### src/rtl/dp_pkg.sv
// dp_pkg: shared instruction fields, NOP, flag index, sequencer states and decode helper
package dp_pkg;
  localparam int OPC_LSB = 12;
  localparam int SRCA_LSB = 8;
  localparam int EXT_LSB = 4;
  localparam int DST_LSB = 0;
  localparam int FLD_W = 4;
  localparam logic [15:0] NOP = 16'h0000;
  localparam int FLAG_CARRY = 3;
  localparam logic [3:0] OP_ADD = 4'h0;
  localparam logic [3:0] EXT_ADD = 4'h5;
  typedef enum logic [1:0] {IDLE, ISSUE, STALL} state_t;
  function automatic logic [15:0] reg_en_decode(input logic [15:0] w);
    return (w == NOP) ? 16'h0000 : 16'h0001 << w[DST_LSB +: FLD_W];
  endfunction
endpackage

### src/rtl/dp_seq_fifo.sv
// dp_seq_fifo: synchronous power-of-two FIFO, no pass-through from push to pop
module dp_seq_fifo #(
  parameter int DEPTH = 4,
  parameter int W = 16
) (
  input  logic                     clk,
  input  logic                     reset,
  input  logic                     push,
  input  logic                     pop,
  input  logic [W-1:0]             din,
  output logic [W-1:0]             dout,
  output logic                     full,
  output logic                     empty,
  output logic [$clog2(DEPTH):0]   count
);
  localparam int AW = $clog2(DEPTH);
  logic [W-1:0] mem [DEPTH];
  logic [AW-1:0] wp, rp;
  logic do_push, do_pop;
  assign full = count == (AW+1)'(DEPTH);
  assign empty = count == '0;
  assign do_push = push && !full;
  assign do_pop = pop && !empty;
  assign dout = mem[rp];
  always_ff @(posedge clk)
    if (do_push) mem[wp] <= din;
  always_ff @(posedge clk)
    if (reset) begin
      wp <= '0;
      rp <= '0;
      count <= '0;
    end else begin
      if (do_push) wp <= wp + AW'(1);
      if (do_pop) rp <= rp + AW'(1);
      count <= count + (AW+1)'(do_push) - (AW+1)'(do_pop);
    end
endmodule

### src/rtl/dp_sequencer.sv
// dp_sequencer: queued datapath instruction issue with decode, flag capture and retire count; DP_SEQ_CARRY_CHAIN_EN enables carry forwarding
module dp_sequencer
  import dp_pkg::*;
#(
  parameter int DEPTH = 4,
  parameter int CNT_W = 8
) (
  input  logic             clk,
  input  logic             reset,
  input  logic [15:0]      instr_in,
  input  logic             instr_valid,
  output logic             instr_ready,
  input  logic             run_en,
  output logic [15:0]      dp_instr,
  output logic [15:0]      dp_reg_en,
  output logic             dp_cin,
  input  logic [4:0]       dp_flags,
  output logic [4:0]       flags_q,
  output logic             busy,
  output logic [CNT_W-1:0] retired
);
  state_t state, state_n;
  logic push, pop, full, empty, ex_valid, retire;
  logic [15:0] head;
  logic [$clog2(DEPTH):0] count;
  dp_seq_fifo #(.DEPTH(DEPTH), .W(16)) u_fifo (
    .clk(clk), .reset(reset), .push(push), .pop(pop), .din(instr_in),
    .dout(head), .full(full), .empty(empty), .count(count)
  );
  assign instr_ready = !full;
  assign push = instr_valid && !full;
  assign retire = ex_valid && dp_instr != NOP;
  assign busy = count != '0 || ex_valid;
  always_comb begin
    pop = state == ISSUE && run_en && !empty;
    state_n = state == IDLE  ? (push ? (run_en ? ISSUE : STALL) : IDLE)
            : state == ISSUE ? (!run_en ? STALL : (empty && !push) ? IDLE : ISSUE)
            : run_en ? ISSUE : STALL;
  end
  always_ff @(posedge clk)
    if (reset) state <= IDLE;
    else state <= state_n;
  // execute slot is refilled or cleared every edge, so stalls and idles never re-write a register
  always_ff @(posedge clk)
    if (reset) begin
      ex_valid <= 1'b0;
      dp_instr <= NOP;
      dp_reg_en <= '0;
      flags_q <= '0;
      retired <= '0;
    end else begin
      ex_valid <= pop;
      dp_instr <= pop ? head : NOP;
      dp_reg_en <= pop ? reg_en_decode(head) : '0;
      if (retire) begin
        flags_q <= dp_flags;
        retired <= retired + CNT_W'(1);
      end
    end
`ifdef DP_SEQ_CARRY_CHAIN_EN
  logic carry_q;
  always_ff @(posedge clk)
    if (reset) begin
      carry_q <= 1'b0;
      dp_cin <= 1'b0;
    end else begin
      if (retire) carry_q <= dp_flags[FLAG_CARRY];
      dp_cin <= pop && (retire ? dp_flags[FLAG_CARRY] : carry_q);
    end
`else
  assign dp_cin = 1'b0;
`endif
endmodule
### config.mk
export PLATFORM = sky130hd
export DESIGN_NAME = dp_sequencer
export DESIGN_NICKNAME = d
export VERILOG_FILES = /design/src/rtl/dp_pkg.sv /design/src/rtl/dp_seq_fifo.sv /design/src/rtl/dp_sequencer.sv
export SDC_FILE = /design/constraint.sdc
export NUM_CORES = 1
export LEC_CHECK = 0
export ABC_CLOCK_PERIOD_IN_PS = 2400
export CORE_MARGIN = 1
export CORE_UTILIZATION = 55
export DETAILED_ROUTE_END_ITERATION = 8
export DONT_BUFFER_PORTS = 1
export PLACE_DENSITY = 0.7
export SKIP_CTS_REPAIR_TIMING = 1
export SYNTH_ARGS = -nofsm -noshare
export SYNTH_HDL_FRONTEND = slang
export SYNTH_SLANG_ARGS = --single-unit
### constraint.sdc
create_clock -name clk -period 2.4 [get_ports clk]
set_clock_uncertainty 0.05 [all_clocks]
set_input_delay 0.48 -clock clk [delete_from_list [all_inputs] [get_ports clk]]
set_output_delay 0.48 -clock clk [all_outputs]
set_load 0.005 [all_outputs]
==> flow_metrics.tcl, run 1 <==
set metrics [dict create \
    status "complete, no violations" \
    detail-route-antenna-nets 0 \
    min_path_cells 2 \
    num_antenna_cells 0 \
    fillers 537 \
    end_kind "register" \
    min_period_over_period_pct 92.49 \
    core_um2 7767 \
    design_power_total_w 0.005210 \
    area_delta_synth_final_pct 19.79 \
    wl_per_cell_um 17.79 \
    rr_startpoint "u_fifo.count[1]$_SDFF_PP0_" \
    p_per_area_nw_per_um2 984.2 \
    layout_min_cycle_time_ns 2.220 \
    worstSetupStartpointType "register" \
    cts-root-buf "clkbuf_8" \
    drc 0 \
    syn_area_per_cell_um2 14.78 \
    numCtsBuffers 17 \
    antenna_found_initial 0 \
    setup_ws_ns 0.1801 \
    crit_required_ns 2.73 \
    ys_ff_latch 121 \
    grt_max_degree 29 \
    cts_tree "yes" \
    grt_setup_unrepaired "false" \
    hold_path_end "flags_q[3]$_SDFFE_PP0P_" \
    crit_fanout 4 \
    gp_congestion 0.7147 \
    r2r_end "u_fifo.count[2]$_SDFF_PP0_" \
    chipWidth_um 91.64 \
    cap_violations 0 \
    hold-worst-slack_ns 0.04581 \
    r2r_cells 9 \
    cp_cell_sequence "nor3_1 > nor3_1 > ha_1 > inv_1 > ha_1 > fa_1 > xnor2_1 > xnor2_1 > nor2_1" \
    drtIter0Drc 160 \
    insertion_delay_ns 0.52 \
    grt_use_total_pct 20.87 \
    arrival_ns 2.55 \
    slew_headroom_pct 39.45 \
    rows 32 \
    crit_type "register to register" \
    die_h_um 91.64 \
    yosysUniqueCellTypes 43 \
    peakVddDrop_mv 0.6905 \
    pre_cts_ws_ns 0.1197 \
    r2r_slack_ns 0.18 \
    power.leakage_nw 1.871 \
    wl_um 7898 \
    fin_area_um2 5294 \
    via_per_inst 5.477 \
    synth_area_um2 4419 \
    worst_slew_pin_slew_ns 0.9082 \
    grt_pass1_wl_um 12520 \
    num_vias 2432 \
    hpwl_um 5007 \
    dpl_cell_area_um2 4544 \
    critPathMaxStageDelay_ns 0.38 \
    synth-seq-area-share_pct 69.31 \
    hold_viol_final 0 \
    grt-ovfl-total 0 \
    final_max_slew_viol_count 0 \
    clk_pin_slew_worst_paths_ns 0.06 \
    portBuffers 0 \
    yosys_warnings 0 \
    cts.sinks 121 \
    crit_path_top_delay_cell "fa_1" \
    tns_ns 0 \
    grt_pass1_vias 2430 \
    start_util_pct 56.89 \
    io_pins 73 \
    setup_viol 0 \
    drive_above_1_share_pct 19.30 \
    dr.pass1.iters 4 \
    hp-start "dp_flags[3]" \
    die_area_um2 8398 \
    cts_max_level 4 \
    clockBufferDepth 2 \
    hp-class "input port to register" \
    fmax_mhz 450.5 \
    synthCells 299 \
    nNetsFinal 362 \
    mappedNetlistNets 332 \
]
==> placed cells by master, fill, tap and decap left out, types with 4 or more instances in the layout <==
cell           Yosys  routed
clkbuf_16          0      18
nor2_1            30      30
and2_1            16      16
buf_4              2       5
dlygate4sd3_1      0      18
nor2b_1            5       5
dfxtp_1           57      57
inv_1             10      10
inv_6              0       5
a21oi_1            9       9
nor4_1             5       4
ha_1               7       7
nand2_1           19      19
mux4_2            16      16
and3_1             5       5
xnor2_1            6       6
edfxtp_1          64      64
==> critical path, delay by kind of cell, from the launching register on <==
kind	cells	cell delay, ns
xor+xnor	2	0.34
flops	1	0.34
fa+ha+maj	3	0.85
buf+inv	1	0.04
simple gates	3	0.48
==> routing by layer <==
metal / track usage, % / part of all wire, % / up-vias
li1: - / - / 1145
met1: 24.47 / 40 / 1160
met2: 32.52 / 49 / 116
met3: 9.204 / 8.5 / 11
met4: 10.85 / 2.2 / 0
met5: 0 / 0 / -
==> through the flow <==
step	std cells	util, %
final	444	68.15
after global routing	444	68.15
after CTS	426	65.80
after detailed placement	394	58.51
after global placement	394	58.51
after floorplan	299	-
==> cells by family (layout without fill, tap and decap cells) <==
logic type	count (synthesis)	after routing	share of synthesized area, %
compound gates	15	15	2.492
xor+xnor	6	6	1.189
fa+ha+maj	8	8	2.435
buf+inv	23	66	2.350
flops	121	121	69.31
mux	21	21	9.570
other cells	1	1	0.08486
simple gates	104	104	12.57
==> how the worst max path moves through the flow <==
stage,startpoint,end,slack (ns),cells after the start
floorplan,u_fifo.count[2]$_SDFF_PP0_,u_fifo.count[2]$_SDFF_PP0_,0.18,9
global placement,u_fifo.count[2]$_SDFF_PP0_,u_fifo.count[2]$_SDFF_PP0_,0.17,8
detailed placement,u_fifo.count[2]$_SDFF_PP0_,u_fifo.count[2]$_SDFF_PP0_,0.12,8
CTS,u_fifo.count[2]$_SDFF_PP0_,u_fifo.count[2]$_SDFF_PP0_,0.1,8
global route,u_fifo.count[2]$_SDFF_PP0_,u_fifo.count[2]$_SDFF_PP0_,0.05,8
finish,u_fifo.count[1]$_SDFF_PP0_,u_fifo.count[2]$_SDFF_PP0_,0.18,9
==> synth_stat cells, drive strengths merged <==
library cell,instances,area [um^2]
o31ai,1,7.510
buf,8,47.54
nand2b,3,18.77
nand4,2,12.51
mux4,16,360.4
a31oi,1,6.260
nand3,3,15.01
mux2i,1,10.01
nor2b,5,31.28
and3,5,31.28
or4,5,50.05
nor4b,1,8.760
nor3b,1,7.510
o41ai,1,27.53
or3b,1,8.760
conb,1,3.750
o41a,1,11.26
a211oi,1,7.510
a21oi,9,45.04
inv,10,37.54
nor3,5,35.03
and2,16,100.1
ha,7,87.58
nor4,5,31.28
nor2,30,112.6
clkbuf,5,18.77
or2,1,6.260
nand2,19,71.32
edfxtp,64,1922
nand3b,2,15.01
mux2,4,52.55
dfxtp,57,1141
fa,1,20.02
o21ai,1,5.000
xnor2,6,52.55
==> layout make-up <==
type / count / area, um^2 / share of cell area [%]
tap: 102 / 127.6 / 2.411
multi-input combinational: 155 / 1261 / 23.82
clock inverter: 13 / 102.6 / 1.938
clock buffer: 19 / 464.2 / 8.769
sequential: 121 / 3063 / 57.86
timing repair buffer: 24 / 237.7 / 4.491
inverter: 10 / 37.54 / 0.7091
==> state kept, by name, summed over array words and instances (netlist names), named ones only <==
signal        cells
u_fifo.rp         2
u_fifo.count      3
u_fifo.mem       64
flags_q           5
retired           8
state             2
u_fifo.wp         2
dp_reg_en        16
dp_instr         16
ex_valid          1
==> report_power, final <==
part / switching, W / total (W) / internal (W)
Clock: 0.000948 / 0.00236 / 0.00141
Combinational: 0.000257 / 0.000453 / 0.000196
Sequential: 0.0000564 / 0.00240 / 0.00234
Total: 0.00126 / 0.00521 / 0.00395
Power figures use the tool's default switching activity.
==> run 2, diff against run 1 <==
--- a/config.mk
+++ b/config.mk
@@ -5,7 +5,7 @@
 export SDC_FILE = /design/constraint.sdc
 export NUM_CORES = 1
 export LEC_CHECK = 0
-export ABC_CLOCK_PERIOD_IN_PS = 2400
+export ABC_CLOCK_PERIOD_IN_PS = 2500
 export CORE_MARGIN = 1
 export CORE_UTILIZATION = 55
 export DETAILED_ROUTE_END_ITERATION = 8
==> constraint.sdc (replaced) <==
create_clock -name clk -period 2.5 [get_ports clk]
set_clock_uncertainty 0.05 [all_clocks]
set_input_delay 0.5 -clock clk [delete_from_list [all_inputs] [get_ports clk]]
set_output_delay 0.5 -clock clk [all_outputs]
set_load 0.005 [all_outputs]
==> run 2 against run 1 <==
Effect of this change:
- global-route usage down 0.59 points
- combinational power shrank 14%
- clock power down 3%
- hold slack worse by 0.034 ns
- sequential share of layout area is 1.5 points higher
- largest cell class unchanged
- largest power group unchanged
- critical path type unchanged
==> flow_metrics.tcl, run 2 (synthesis gave the netlist of run 1 again) <==
set metrics [dict create \
    grt_max_degree 29 \
    fmax_mhz 424.4 \
    switching_share_pct 22.55 \
    combPwrFrac_pct 7.8 \
    detail-route-antenna-nets 0 \
    path_delay_family "simple AND/OR/NAND/NOR gates" \
    grt_pass1_vias 2360 \
    switching_power_w 0.001125 \
    use_met3_pct 8.955 \
    slew_headroom_pct 39.95 \
    crit_start "u_fifo.count[2]$_SDFF_PP0_" \
    critPathCapture "u_fifo.count[2]$_SDFF_PP0_" \
    critPathMaxStageDelay_ns 0.55 \
    cp_common_cell "xnor2_1" \
    worstSetupStartpointType "register" \
    r2r_end "u_fifo.count[2]$_SDFF_PP0_" \
    gp_congestion 0.7133 \
    intPower_w 0.003866 \
    hp-class "input port to register" \
    clockBufferDepth 2 \
    p_per_area_nw_per_um2 967.8 \
    dr.pass1.iters 6 \
    wl_per_cell_um 18.15 \
    setup_viol 0 \
    cap_violations 0 \
    io_pins 73 \
    insertion_delay_ns 0.51 \
    chipWidth_um 91.64 \
    cp_cell_sequence "or3b_2 > nand2_1 > inv_1 > ha_1 > fa_1 > xnor2_1 > xnor2_1 > nor2_1" \
    layout_commonest_cell "edfxtp_1" \
    arrival_ns 2.68 \
    crit_type "register to register" \
    drive_above_1_share_pct 20.43 \
    grt_pass1_wl_um 12180 \
    die_area_um2 8398 \
    r2r_slack_ns 0.14 \
    worst_slew_pin_slew_ns 0.9007 \
    wl_um 7804 \
    num_vias 2393 \
    peakVddDrop_mv 0.5739 \
    numCtsBuffers 17 \
    area_delta_synth_final_pct 16.70 \
    multiInputGateArea_um2 1264 \
    min_period_over_period_pct 94.24 \
    crit_required_ns 2.83 \
    antenna_found_initial 0 \
    drc 0 \
    clkPwrFrac_pct 46.1 \
    start_util_pct 56.89 \
    cts-root-buf "clkbuf_8" \
    path_buf_inv 1 \
    final_cell_mix "edfxtp_1, dfxtp_1, nor2_1" \
    fillers 544 \
    reg_top3 "u_fifo.mem x64, dp_instr x16, dp_reg_en x16" \
    status "complete, no violations" \
    top_register "u_fifo.mem" \
    cp.depth 8 \
    drtIter0Drc 147 \
    cts.sinks 121 \
    die_h_um 91.64 \
    hold-worst-slack_ns 0.01228 \
    r2r_cells 8 \
    largest_register_ffs 64 \
    end_kind "register" \
    crit_path_top_delay_cell "or3b_2" \
    hpwl_um 4987 \
    crit_fanout 6 \
    power.leakage_nw 1.826 \
    grt_util_met1_pct 24.22 \
    cts_max_level 4 \
    final_max_slew_viol_count 0 \
    tns_ns 0 \
    via_per_inst 5.565 \
    sequentialPowerShare_pct 46.1 \
    cts_tree "yes" \
    regArea_um2 3063 \
    nNetsFinal 348 \
    grt-ovfl-total 0 \
    layout_min_cycle_time_ns 2.356 \
    portBuffers 0 \
    clk_pin_slew_worst_paths_ns 0.06 \
    num_antenna_cells 0 \
    grt_setup_unrepaired "false" \
    grt_use_total_pct 20.28 \
    core_um2 7767 \
    grt_util_met2_pct 31.58 \
    rows 32 \
    rr_startpoint "u_fifo.count[2]$_SDFF_PP0_" \
    grt_busiest_layer "met2" \
    hold_viol_final 0 \
]
## run 2: cell count changes in the layout (fill, tap and decap cells not counted), sizes merged
| cell | previous run | this run |
|---|---|---|
| dlygate4sd3 | 18 | 3 |
| inv | 19 | 11 |
| clkbuf | 19 | 24 |
| clkinv | 2 | 7 |
| clkinvlp | 2 | 0 |
| buf | 6 | 7 |
## run 2: layout make-up
class / instances / area share (%)
clock buffer: 24 / 10.24
clock inverter: 8 / 1.067
inverter: 10 / 0.7278
multi-input combinational: 155 / 24.50
sequential: 121 / 59.39
tap: 102 / 2.475
timing repair buffer: 10 / 1.601
## run 2: how the worst min path moves through the flow
| stage | start | depth (start not counted) | slack, ns | end |
|---|---|---|---|---|
| finish | reset | 1 | 0.01 | state[0]$_SDFF_PP0_ |
| global route | reset | 1 | 0.0007 | register |
| CTS | reset | 1 | -0.02 | u_fifo.wp[1]$_SDFFE_PP0P_ |
| detailed placement | flags_q[1]$_SDFFE_PP0P_ | 2 | 0.41 | flags_q[1]$_SDFFE_PP0P_ |
| global placement | flags_q[1]$_SDFFE_PP0P_ | 2 | 0.41 | flags_q[1]$_SDFFE_PP0P_ |
| floorplan | flags_q[0]$_SDFFE_PP0P_ | 2 | 0.40 | flags_q[0]$_SDFFE_PP0P_ |
## run 2: layer usage
layer	vias to the layer above	routed length, um
met4	0	44
met3	5	611
met1	1185	3334
li1	1112	-
met5	-	0
met2	91	3813
## run 2: power groups by stage
stage          combinational, W  clock (W)  sequential, W
6_report               0.000388    0.00230        0.00230
3_3_place_gp           0.000371          0        0.00233
4_1_cts                0.000386    0.00233        0.00230
5_1_grt                0.000431    0.00242        0.00231
2_1_floorplan          0.000296          0        0.00232
3_5_place_dp           0.000381          0        0.00234
## run 2: through the flow
| step | power (W) | worst slack [ns] | instances | utilization, % | area (um^2) |
|---|---|---|---|---|---|
| final | 0.004991 | 0.1440 | 430 | 66.40 | 5157 |
| after global routing | 0.005167 | 0.04621 | 430 | 66.40 | 5157 |
| after CTS | 0.005018 | 0.09773 | 427 | 65.95 | 5122 |
| after detailed placement | 0.002721 | 0.1459 | 395 | 58.44 | 4539 |
| after global placement | 0.002703 | 0.2328 | 395 | 58.44 | 4539 |
| after floorplan | 0.002618 | 0.2844 | 299 | - | 4419 |
==> run 3, diff against run 2 <==
--- a/config.mk
+++ b/config.mk
@@ -10,6 +10,7 @@
 export CORE_UTILIZATION = 55
 export DETAILED_ROUTE_END_ITERATION = 8
 export DONT_BUFFER_PORTS = 1
+export MAX_ROUTING_LAYER = met4
 export PLACE_DENSITY = 0.7
 export SKIP_CTS_REPAIR_TIMING = 1
 export SYNTH_ARGS = -nofsm -noshare
==> run 3 against run 2 <==
Effect of this change:
- fmax up 0.14%
- setup slack improved by 0.0033 ns
- total power fell by 0.17%
- clock power about the same
- sequential share of layout area rose by 0.12 points
- utilization is 0.13 points lower
- register-to-register slack about the same
- critical path depth did not move
- non-clock buffer count down 1
- highest routed layer unchanged
==> flow_metrics.tcl, run 3 (synthesis gave the netlist of run 1 again) <==
set metrics [dict create \
    layout_min_cycle_time_ns 2.353 \
    clkPwrFrac_pct 46.1 \
    r2r_end "u_fifo.count[2]$_SDFF_PP0_" \
    tns_ns 0 \
    layout_commonest_cell "edfxtp_1" \
    combPwrFrac_pct 7.7 \
    rr_startpoint "u_fifo.count[2]$_SDFF_PP0_" \
    insertion_delay_ns 0.51 \
    switching_share_pct 22.44 \
    worst_slew_pin_slew_ns 0.9246 \
    via_per_inst 5.527 \
    dr.pass1.iters 5 \
    crit_type "register to register" \
    drtIter0Drc 134 \
    r2r_cells 8 \
    start_util_pct 56.89 \
    crit_fanout 6 \
    p_per_area_nw_per_um2 968.0 \
    clockBufferDepth 2 \
    chipWidth_um 91.64 \
    antenna_found_initial 0 \
    final_cell_mix "edfxtp_1, dfxtp_1, nor2_1" \
    min_period_over_period_pct 94.11 \
    num_antenna_cells 0 \
    hold_path_end "state[0]$_SDFF_PP0_" \
    grt_max_degree 29 \
    die_area_um2 8398 \
    cap_violations 0 \
    final_max_slew_viol_count 0 \
    min_path_cells 1 \
    setup_ws_ns 0.1472 \
    crit_path_top_delay_cell "or3b_2" \
    drive_above_1_share_pct 20.49 \
    worstSetupStartpointType "register" \
    r2r_slack_ns 0.15 \
    switching_power_w 0.001118 \
    status "complete, no violations" \
    critPathMaxStageDelay_ns 0.54 \
    die_h_um 91.64 \
    setup_viol 0 \
    core_um2 7767 \
    pre_cts_ws_ns 0.1459 \
    gp_congestion 0.7215 \
    cts.sinks 121 \
    cts-root-buf "clkbuf_8" \
    cp_cell_sequence "or3b_2 > nand2_1 > inv_1 > ha_1 > fa_1 > xnor2_1 > xnor2_1 > nor2_1" \
    reg_top3 "u_fifo.mem x64, dp_instr x16, dp_reg_en x16" \
    fillers 545 \
    fmax_mhz 425.0 \
    grt_use_total_pct 20.85 \
    wl_per_cell_um 18.05 \
    nNetsFinal 347 \
    top_register "u_fifo.mem" \
    hp-class "input port to register" \
    peakVddDrop_mv 0.5745 \
    fin_util_pct 66.27 \
    regArea_um2 3063 \
    cts_tree "yes" \
    cp_common_cell "xnor2_1" \
    hpwl_um 4987 \
    detail-route-antenna-nets 0 \
    rows 32 \
    grt_pass1_vias 2349 \
    hold_viol_final 0 \
    dpl.cell_count 395 \
    numCtsBuffers 17 \
    intPower_w 0.003865 \
    largest_register_ffs 64 \
    grt_setup_unrepaired "false" \
    area_delta_synth_final_pct 16.48 \
    power.leakage_nw 1.821 \
    wl_um 7744 \
    arrival_ns 2.67 \
    cts_max_level 4 \
    io_pins 73 \
    hold-worst-slack_ns 0.01601 \
    hp-start "reset" \
    sequentialPowerShare_pct 46.2 \
    num_vias 2371 \
    crit_required_ns 2.82 \
    end_kind "register" \
    grt-ovfl-total 0 \
    grt_pass1_wl_um 12180 \
    fin_cells 429 \
    slew_headroom_pct 38.36 \
    multiInputGateArea_um2 1264 \
    portBuffers 0 \
    clk_pin_slew_worst_paths_ns 0.06 \
    drc 0 \
]
-- run 3: changes by cell type in the layout (fill, tap and decap cells not counted), sizes merged --
| cell | before | now |
|---|---|---|
| dlygate4sd3 | 3 | 2 |
-- run 3: worst max path at each step --
stage                          startpoint                          to  slack, ns  cells past startpoint
6_report       u_fifo.count[2]$_SDFF_PP0_  u_fifo.count[2]$_SDFF_PP0_       0.15                      8
5_1_grt        u_fifo.count[2]$_SDFF_PP0_  u_fifo.count[2]$_SDFF_PP0_       0.05                      8
4_1_cts        u_fifo.count[1]$_SDFF_PP0_  u_fifo.count[2]$_SDFF_PP0_        0.1                      9
3_5_place_dp   u_fifo.count[1]$_SDFF_PP0_  u_fifo.count[2]$_SDFF_PP0_       0.15                      9
3_3_place_gp   u_fifo.count[1]$_SDFF_PP0_  u_fifo.count[2]$_SDFF_PP0_       0.23                      9
2_1_floorplan  u_fifo.count[2]$_SDFF_PP0_  u_fifo.count[2]$_SDFF_PP0_       0.28                      9
-- run 3: worst max-delay path: cells and delay by family (launching register included) --
kind	cells	cell delay [ns]
and+or+nand+nor	3	0.73
DFF	1	0.43
adders and majority gates	2	0.60
xor gates and xnor gates	2	0.33
buffers and inverters	1	0.09
-- run 3: per-stage QoR --
stage / total power [W] / instance area (um^2)
CTS: 0.005018 / 5122
detailed placement: 0.002721 / 4539
global placement: 0.002703 / 4539
finish: 0.004983 / 5147
global route: 0.005164 / 5147
floorplan: 0.002618 / 4419
-- run 3: layer usage --
metal  vias up  GRT usage [%]  part of all wire, %
met3        11          7.960                  8.3
met2        97          31.58                   48
met1      1154          24.67                   43
met5         -              -                    0
met4         0          9.921                  1.5
li1       1109              -                    -
-- run 3: power groups by stage --
| stage | sequential, W | clock [W] | combinational [W] |
|---|---|---|---|
| global route | 0.00231 | 0.00242 | 0.000430 |
| floorplan | 0.00232 | 0 | 0.000296 |
| global placement | 0.00233 | 0 | 0.000371 |
| CTS | 0.00230 | 0.00233 | 0.000386 |
| detailed placement | 0.00234 | 0 | 0.000381 |
| finish | 0.00230 | 0.00230 | 0.000385 |
-- run 3: layout make-up --
class | instances | area share, %
sequential | 121 | 59.50
tap | 102 | 2.479
inverter | 10 | 0.7292
timing repair buffer | 9 | 1.410
multi-input combinational | 155 | 24.55
clock buffer | 24 | 10.26
clock inverter | 8 | 1.070
